==> config.mk <==
export PLATFORM = sky130hd
export DESIGN_NAME = cpu6502_sequencer_flat
export DESIGN_NICKNAME = d
export VERILOG_FILES = /design/src/rtl/cpu6502_sequencer_if.sv /design/src/rtl/cpu6502_sequencer.sv /design/src/flat_wrapper.sv
export SDC_FILE = /design/constraint.sdc
export NUM_CORES = 1
export LEC_CHECK = 0
export ABC_AREA = 1
export CAP_MARGIN = 30
export CORE_ASPECT_RATIO = 0.75
export CORE_MARGIN = 2
export CORE_UTILIZATION = 37
export CTS_BUF_LIST = sky130_fd_sc_hd__clkbuf_4 sky130_fd_sc_hd__clkbuf_8 sky130_fd_sc_hd__clkbuf_16
export CTS_CLUSTER_SIZE = 40
export DETAILED_ROUTE_END_ITERATION = 8
export GPL_ROUTABILITY_DRIVEN = 0
export HOLD_SLACK_MARGIN = 0.12
export MAX_ROUTING_LAYER = met4
export PLACE_DENSITY = 0.8
export SETUP_SLACK_MARGIN = 0.02
export SLEW_MARGIN = 20
export SYNTH_ARGS = -nofsm -noshare
export SYNTH_HDL_FRONTEND = slang
export SYNTH_SLANG_ARGS = --single-unit
==> constraint.sdc <==
create_clock -name clock -period 1.2 [get_ports clock]
set_input_delay 0.24 -clock clock [delete_from_list [all_inputs] [get_ports clock]]
set_output_delay 0.24 -clock clock [all_outputs]
set_load 0.1 [all_outputs]
==> src/rtl/cpu6502_sequencer_if.sv <==
`default_nettype none
// ============================================================================
// Module   : cpu6502_sequencer_if
// Purpose  : Microcode/flag/interrupt bundle between the 6502 datapath and
//            its sequencer.
// Revision : 1.0
// ============================================================================
interface cpu6502_sequencer_if #(
    parameter int STATE_WIDTH  = 9,
    parameter int OPCODE_WIDTH = 8
);
    logic                    enable;
    logic [OPCODE_WIDTH-1:0] opcode;
    logic [STATE_WIDTH-1:0]  nextOptionA;
    logic [STATE_WIDTH-1:0]  nextOptionB;
    logic [2:0]              nextSelect;
    logic                    instructionEnd;
    logic                    negativeFlag;
    logic                    zeroFlag;
    logic                    overflowFlag;
    logic                    carryFlag;
    logic                    fixPage;
    logic                    writeBack;
    logic                    interruptDisable;
    logic                    interrupt_N;
    logic                    nonMaskableInterrupt_N;
    logic [STATE_WIDTH-1:0]  currentState;
    logic [1:0]              vectorSelect;
    logic                    interruptTaken;

    modport master (
        output enable, opcode, nextOptionA, nextOptionB, nextSelect,
               instructionEnd, negativeFlag, zeroFlag, overflowFlag,
               carryFlag, fixPage, writeBack, interruptDisable,
               interrupt_N, nonMaskableInterrupt_N,
        input  currentState, vectorSelect, interruptTaken
    );

    modport slave (
        input  enable, opcode, nextOptionA, nextOptionB, nextSelect,
               instructionEnd, negativeFlag, zeroFlag, overflowFlag,
               carryFlag, fixPage, writeBack, interruptDisable,
               interrupt_N, nonMaskableInterrupt_N,
        output currentState, vectorSelect, interruptTaken
    );
endinterface
`default_nettype wire

==> src/rtl/cpu6502_sequencer.sv <==
`default_nettype none
// ============================================================================
// Module   : cpu6502_sequencer
// Purpose  : 6502 microcode state sequencer with NMI/IRQ entry and vector select.
// Revision : 1.0
// ============================================================================
module cpu6502_sequencer #(
    parameter int                     STATE_WIDTH  = 9,
    parameter int                     OPCODE_WIDTH = 8,
    parameter logic [STATE_WIDTH-1:0] RESET_STATE  = 9'h001,
    parameter logic [STATE_WIDTH-1:0] NMI_STATE    = 9'h002,
    parameter logic [STATE_WIDTH-1:0] IRQ_STATE    = 9'h003
) (
    input  wire logic          clock,
    input  wire logic          reset_N,
    cpu6502_sequencer_if.slave bus
);

    localparam logic [1:0] VEC_RESET = 2'b11;
    localparam logic [1:0] VEC_NMI   = 2'b01;
    localparam logic [1:0] VEC_IRQ   = 2'b10;

    logic [STATE_WIDTH-1:0] current_state;
    logic [1:0]             vector_select;
    logic                   interrupt_taken;
    logic                   nmi_prev;
    logic                   nmi_pending;

    logic [STATE_WIDTH-1:0] dispatch_state;
    logic [STATE_WIDTH-1:0] computed_next;
    logic                   branch_cond;
    logic                   nmi_fall;
    logic                   irq_active;
    logic                   boundary;
    logic                   take_nmi;
    logic                   take_irq;

    always_comb begin
        dispatch_state                   = '0;
        dispatch_state[OPCODE_WIDTH-1:0] = bus.opcode;
        dispatch_state[STATE_WIDTH-1]    = 1'b1;

        case (bus.nextSelect)
            3'd2:    branch_cond = bus.carryFlag;
            3'd3:    branch_cond = bus.overflowFlag;
            3'd4:    branch_cond = bus.negativeFlag;
            3'd5:    branch_cond = bus.zeroFlag;
            3'd6:    branch_cond = bus.writeBack;
            3'd7:    branch_cond = bus.fixPage;
            default: branch_cond = 1'b1;
        endcase

        if (bus.nextSelect == 3'd1) begin
            computed_next = dispatch_state;
        end else begin
            computed_next = branch_cond ? bus.nextOptionA : bus.nextOptionB;
        end
    end

    // Decisions use the registered pending flag, so an edge arriving on a
    // boundary cycle is only acted on at the following boundary.
    assign nmi_fall   = nmi_prev && !bus.nonMaskableInterrupt_N;
    assign irq_active = !bus.interrupt_N && !bus.interruptDisable;
    assign boundary   = bus.enable && bus.instructionEnd;
    assign take_nmi   = boundary && nmi_pending;
    assign take_irq   = boundary && !nmi_pending && irq_active;

    always_ff @(posedge clock or negedge reset_N) begin
        if (!reset_N) begin
            current_state   <= RESET_STATE;
            vector_select   <= VEC_RESET;
            interrupt_taken <= 1'b0;
            nmi_prev        <= 1'b1;
            nmi_pending     <= 1'b0;
        end else begin
            nmi_prev        <= bus.nonMaskableInterrupt_N;
            nmi_pending     <= nmi_fall || (nmi_pending && !take_nmi);
            interrupt_taken <= take_nmi || take_irq;
            if (take_nmi) begin
                current_state <= NMI_STATE;
                vector_select <= VEC_NMI;
            end else if (take_irq) begin
                current_state <= IRQ_STATE;
                vector_select <= VEC_IRQ;
            end else if (bus.enable) begin
                current_state <= computed_next;
            end
        end
    end

    assign bus.currentState   = current_state;
    assign bus.vectorSelect   = vector_select;
    assign bus.interruptTaken = interrupt_taken;

endmodule
`default_nettype wire

==> src/flat_wrapper.sv <==
// flat-port wrapper written by rule: the top's interface ports become plain ports
module cpu6502_sequencer_flat 
#(
    parameter int                     STATE_WIDTH  = 9,
    parameter int                     OPCODE_WIDTH = 8,
    parameter logic [STATE_WIDTH-1:0] RESET_STATE  = 9'h001,
    parameter logic [STATE_WIDTH-1:0] NMI_STATE    = 9'h002,
    parameter logic [STATE_WIDTH-1:0] IRQ_STATE    = 9'h003
)
  (clock, reset_N, bus_enable, bus_opcode, bus_nextOptionA, bus_nextOptionB, bus_nextSelect, bus_instructionEnd, bus_negativeFlag, bus_zeroFlag, bus_overflowFlag, bus_carryFlag, bus_fixPage, bus_writeBack, bus_interruptDisable, bus_interrupt_N, bus_nonMaskableInterrupt_N, bus_currentState, bus_vectorSelect, bus_interruptTaken);
  cpu6502_sequencer_if #(.STATE_WIDTH(STATE_WIDTH), .OPCODE_WIDTH(OPCODE_WIDTH)) bus_i ();
  input  wire logic clock;
  input  wire logic reset_N;
  input wire logic [$bits(bus_i.enable)-1:0] bus_enable;
  input wire logic [$bits(bus_i.opcode)-1:0] bus_opcode;
  input wire logic [$bits(bus_i.nextOptionA)-1:0] bus_nextOptionA;
  input wire logic [$bits(bus_i.nextOptionB)-1:0] bus_nextOptionB;
  input wire logic [$bits(bus_i.nextSelect)-1:0] bus_nextSelect;
  input wire logic [$bits(bus_i.instructionEnd)-1:0] bus_instructionEnd;
  input wire logic [$bits(bus_i.negativeFlag)-1:0] bus_negativeFlag;
  input wire logic [$bits(bus_i.zeroFlag)-1:0] bus_zeroFlag;
  input wire logic [$bits(bus_i.overflowFlag)-1:0] bus_overflowFlag;
  input wire logic [$bits(bus_i.carryFlag)-1:0] bus_carryFlag;
  input wire logic [$bits(bus_i.fixPage)-1:0] bus_fixPage;
  input wire logic [$bits(bus_i.writeBack)-1:0] bus_writeBack;
  input wire logic [$bits(bus_i.interruptDisable)-1:0] bus_interruptDisable;
  input wire logic [$bits(bus_i.interrupt_N)-1:0] bus_interrupt_N;
  input wire logic [$bits(bus_i.nonMaskableInterrupt_N)-1:0] bus_nonMaskableInterrupt_N;
  output wire logic [$bits(bus_i.currentState)-1:0] bus_currentState;
  output wire logic [$bits(bus_i.vectorSelect)-1:0] bus_vectorSelect;
  output wire logic [$bits(bus_i.interruptTaken)-1:0] bus_interruptTaken;
  assign bus_i.enable = bus_enable;
  assign bus_i.opcode = bus_opcode;
  assign bus_i.nextOptionA = bus_nextOptionA;
  assign bus_i.nextOptionB = bus_nextOptionB;
  assign bus_i.nextSelect = bus_nextSelect;
  assign bus_i.instructionEnd = bus_instructionEnd;
  assign bus_i.negativeFlag = bus_negativeFlag;
  assign bus_i.zeroFlag = bus_zeroFlag;
  assign bus_i.overflowFlag = bus_overflowFlag;
  assign bus_i.carryFlag = bus_carryFlag;
  assign bus_i.fixPage = bus_fixPage;
  assign bus_i.writeBack = bus_writeBack;
  assign bus_i.interruptDisable = bus_interruptDisable;
  assign bus_i.interrupt_N = bus_interrupt_N;
  assign bus_i.nonMaskableInterrupt_N = bus_nonMaskableInterrupt_N;
  assign bus_currentState = bus_i.currentState;
  assign bus_vectorSelect = bus_i.vectorSelect;
  assign bus_interruptTaken = bus_i.interruptTaken;
  cpu6502_sequencer #(.STATE_WIDTH(STATE_WIDTH), .OPCODE_WIDTH(OPCODE_WIDTH), .RESET_STATE(RESET_STATE), .NMI_STATE(NMI_STATE), .IRQ_STATE(IRQ_STATE)) u_core (.clock(clock), .reset_N(reset_N), .bus(bus_i));
endmodule
==> summary by stage, run 1 <==
Critical path
Among cell families on the critical path, the largest total delay comes from flip-flops. The worst setup path is launched from a flop. For this run, the slowest stage of the critical path takes 0.57 ns.

Together, buffers and inverters on the worst path number 1. The type of destination of the critical path is a primary output. The maximum fanout along the worst path is 2. The critical path data arrival time is 1.03 ns. The critical setup path kind is flop to primary output.

For the worst flop-to-flop path, the logic depth is 7. The data required time of the worst path is 0.96 ns. The startpoint identified for the worst register-to-register timing path is u_core.nmi_pending. The slowest stage of the critical path is the sky130_fd_sc_hd__dfstp_2 cell. In this run the critical register-to-register path is captured at u_core.bus.currentState[0]. The flop-to-flop setup slack is 0.10 ns.

Walking the worst path, the cells encountered are buf_12.

Job
Across the run, the number of max-cap violations was 0.

Power and ir drop
The total power draw is 2.091 mW. The power density over the cells is 1145 nW/um^2. The highest ir drop seen on vdd is 784.1 uV. The leakage dissipation is 0.9210 nW.

Yosys
In the synthesized netlist the dominant register cell turns out to be sky130_fd_sc_hd__dfrtp_1. After synthesis, the share of flip-flops with an asynchronous set or reset is 100.0%. Counting flops and latches in the post-synthesis netlist gives 14. By count the netlist is led by sky130_fd_sc_hd__nand2_1 (44), sky130_fd_sc_hd__nand3_1 (20), sky130_fd_sc_hd__nor2_1 (16). Ranked by total cell area, the synthesized netlist is headed by sky130_fd_sc_hd__dfrtp_1 (28%), sky130_fd_sc_hd__nand2_1 (18%), sky130_fd_sc_hd__dfstp_2 (12%). The number of flops mapped to enable cells by yosys is 0.

In this run the biggest area consumer among cell types represents 28.01% of the synthesized area. The number of standard cells after synthesis is 127. The number of unique standard cell types used by synthesis is 19.

For this run, the number of Yosys warnings is 0. Of all cell types, the one taking the most synthesized area is sky130_fd_sc_hd__dfrtp_1. The synthesized area is 893.4 sq um. The sequential fraction of the synthesis area is 39.78%. The number of nets in the synthesized netlist is 169. The dominant cell by count in the synthesized netlist is sky130_fd_sc_hd__nand2_1. The average size of a mapped cell is 7.034 sq um.

Placed design
In this run the tool buffered the top-level ports with 53 buffer cells. The final HPWL from detailed placement is 2280 um.

Clocking
The clock buffer count from CTS is 3. The CTS tree is yes. For this design, the sink count on the clock tree is 14.

After clock tree synthesis, the clock-pin slew on the worst setup and hold paths is 0.09 ns. In this run the number of H-tree levels came out at 1. At the later pin of the worst-skew pair, clock insertion delay measures 0.28 ns. The largest buffer count on any clock path is 2. The buffer cell driving the clock tree root is sky130_fd_sc_hd__clkbuf_4. In this run, post-CTS hold repair placed 0 buffers.

Min path
The class of the tightest hold or removal check is primary input to asynchronous set/reset pin.

Finish
The combined flip-flop and latch cell area is 356.6 sq um. At the end of the flow the core is filled with cells to 79.78%. Compared with the post-synthesis result, the final layout area differs by 104.5%. The repair_antennas step left the layout with diodes totalling 0.

Cells with a size suffix above 1 make up 34.52% of the layout. The multi-input logic area is 581.8 sq um. The fill cell instance count of the final layout is 145. The final layout contains 240 nets.

GRT
The initial antenna violation count came to 0. The global-route usage over all layers is 24.69%. The total overflow left after global routing is 0. The first global-routing pass estimated 4885 um of wire. The via count of the first global-routing pass came to 1,081. The largest net degree at the start of global routing is 16.

Die
The full die area is 2828 sq um. The y dimension of the die is 46.56 um. The number of standard-cell rows in the floorplan is 15. The die span in x is 60.74 um.

The core region is 2290 sq um. For this configuration, the core starts out at a cell density of 39.02%. The number of placed I/O pins is 54.

Timing
The final number of setup-violating endpoints is 3. The minimum clock period after layout is 1.267 ns. The number of endpoints with negative hold slack in the final report is 0. For the final database, setup skew stands at 0.005818 ns. Setup repair after global routing could not meet its margin everywhere. The worst path uses 105.6% of the clock period. Final hold analysis gives a worst-case slack of 0.2464 ns. The slew of the pin with the lowest slew margin is 0.2939 ns. The max-slew headroom at the worst pin is 80.34%. The total count of max-transition violations in the final report is 0. The peak clock frequency supported by timing is 789.3 MHz. In the final timing run, aggregate negative setup slack is -0.1924 ns. Setup slack on the critical path of the routed design comes to -0.06690 ns.

Route
Dividing the detail-routed wire length by the instance count gives 14.55 um. Dividing the detail-routed via count by the number of cells gives 4.961. For this run, the detailed router's first-pass iteration total came to 4.

The number of violations reported at the end of detailed-routing iteration 0 is 58. The number of routed nets with antenna violations is 0. The DRC violation count after routing is 0. The total length of routed wires is 3360 um. Summing over every cut layer, the via total after detailed routing is 1,146.

Outcome
The run finished, with violations left. The checks that failed: setup timing.
[kinds of logic (layout without fill, tap and decap cells)]
family          after synthesis  in the layout  share of synthesized area, %
buf+inv                      18             86                         8.964
flops                        14             14                         39.78
simple gates                 91             93                         48.18
compound gates                4              4                         3.082
[what timing repair did]
item,4_1_cts,5_1_grt
pin swaps,14,6
cloned,3,1
endpoints found under the setup margin,15,12
setup buffers,0,1
resized for setup,22,22
[metrics by stage]
step | area [sq um] | worst slack [ns] | std cells
global route | 1827 | -0.1014 | 231
CTS | 1738 | -0.07733 | 229
finish | 1827 | -0.06690 | 231
floorplan | 894.6 | 0.04419 | 127
global placement | 1644 | -0.4017 | 222
detailed placement | 1644 | -0.5030 | 222
[report_power, final]
part | internal (mW) | total, mW | switching, mW
clock network | 0.185 | 0.346 | 0.162
logic | 0.443 | 1.13 | 0.691
registers | 0.546 | 0.611 | 0.0650
total | 1.17 | 2.09 | 0.917
[final cells by class]
type	count	share of cell area (%)
clock buffers	4	1.986
repair inverters	2	0.6849
multi-input cells	97	31.85
repair buffers	63	39.45
flip-flops and latches	14	19.52
well taps	34	2.329
inverters	17	4.178
[worst reg2reg max path, stage by stage, from the launching register on]
cell	delay (ns)
sky130_fd_sc_hd__dfrtp_1	0.38
sky130_fd_sc_hd__inv_2	0.11
sky130_fd_sc_hd__nand3_4	0.12
sky130_fd_sc_hd__buf_6	0.14
sky130_fd_sc_hd__a21boi_1	0.12
sky130_fd_sc_hd__nand2_1	0.06
sky130_fd_sc_hd__nand2_1	0.06
sky130_fd_sc_hd__nand2_1	0.06
[registers in the layout (all words and copies together), names as in the netlist]
signal / flops
u_core.bus.currentState: 9
u_core.nmi_pending: 1
u_core.bus.interruptTaken: 1
u_core.bus.vectorSelect: 2
u_core.nmi_prev: 1
[cells in the final DEF (no fill, tap or decap), types with 2 or more instances in the layout]
cell type,synthesis,routed
sky130_fd_sc_hd__nor2_4,0,2
sky130_fd_sc_hd__nand3_1,20,13
sky130_fd_sc_hd__nor2_1,16,13
sky130_fd_sc_hd__buf_12,0,12
sky130_fd_sc_hd__dlygate4sd2_1,0,7
sky130_fd_sc_hd__nand2_2,4,4
sky130_fd_sc_hd__inv_1,13,10
sky130_fd_sc_hd__clkdlybuf4s50_1,0,30
sky130_fd_sc_hd__nand2_8,1,2
sky130_fd_sc_hd__dfstp_2,4,4
sky130_fd_sc_hd__dlymetal6s2s_1,0,2
sky130_fd_sc_hd__a21oi_2,1,2
sky130_fd_sc_hd__buf_4,0,9
sky130_fd_sc_hd__dfrtp_1,10,9
sky130_fd_sc_hd__nand3_2,2,8
sky130_fd_sc_hd__nand2_1,44,41
sky130_fd_sc_hd__inv_2,3,6
sky130_fd_sc_hd__nand2_4,2,6
sky130_fd_sc_hd__clkbuf_4,0,3
[worst max-delay path by stage]
stage / startpoint / to / slack (ns) / cells after the start
floorplan: u_core.bus.currentState[2] / u_core.bus.currentState[2] / 0.04 / 2
global placement: bus_nextSelect[0] / u_core.bus.currentState[2] / -0.40 / 11
detailed placement: bus_nextSelect[0] / u_core.bus.currentState[5] / -0.50 / 12
CTS: u_core.bus.vectorSelect[0] / bus_vectorSelect[0] / -0.08 / 1
global route: u_core.bus.vectorSelect[0] / bus_vectorSelect[0] / -0.10 / 1
finish: u_core.bus.vectorSelect[0] / bus_vectorSelect[0] / -0.07 / 1
[metal layers]
metal | wire [um] | vias to the layer above | track usage [%]
met5 | 0 | - | -
met4 | 57 | 0 | 4.783
met1 | 1384 | 539 | 31.11
met2 | 1650 | 59 | 40.86
met3 | 268 | 6 | 5.899
li1 | - | 542 | -
No activity file was read; power rests on OpenSTA's default activity.
==> inputs of run 2 (changes only) <==
CAP_MARGIN = unset   (was 30)
SLEW_MARGIN = unset   (was 20)
==> results of run 2 <==
Final layout, timing and power as in run 1 (identical DEF).
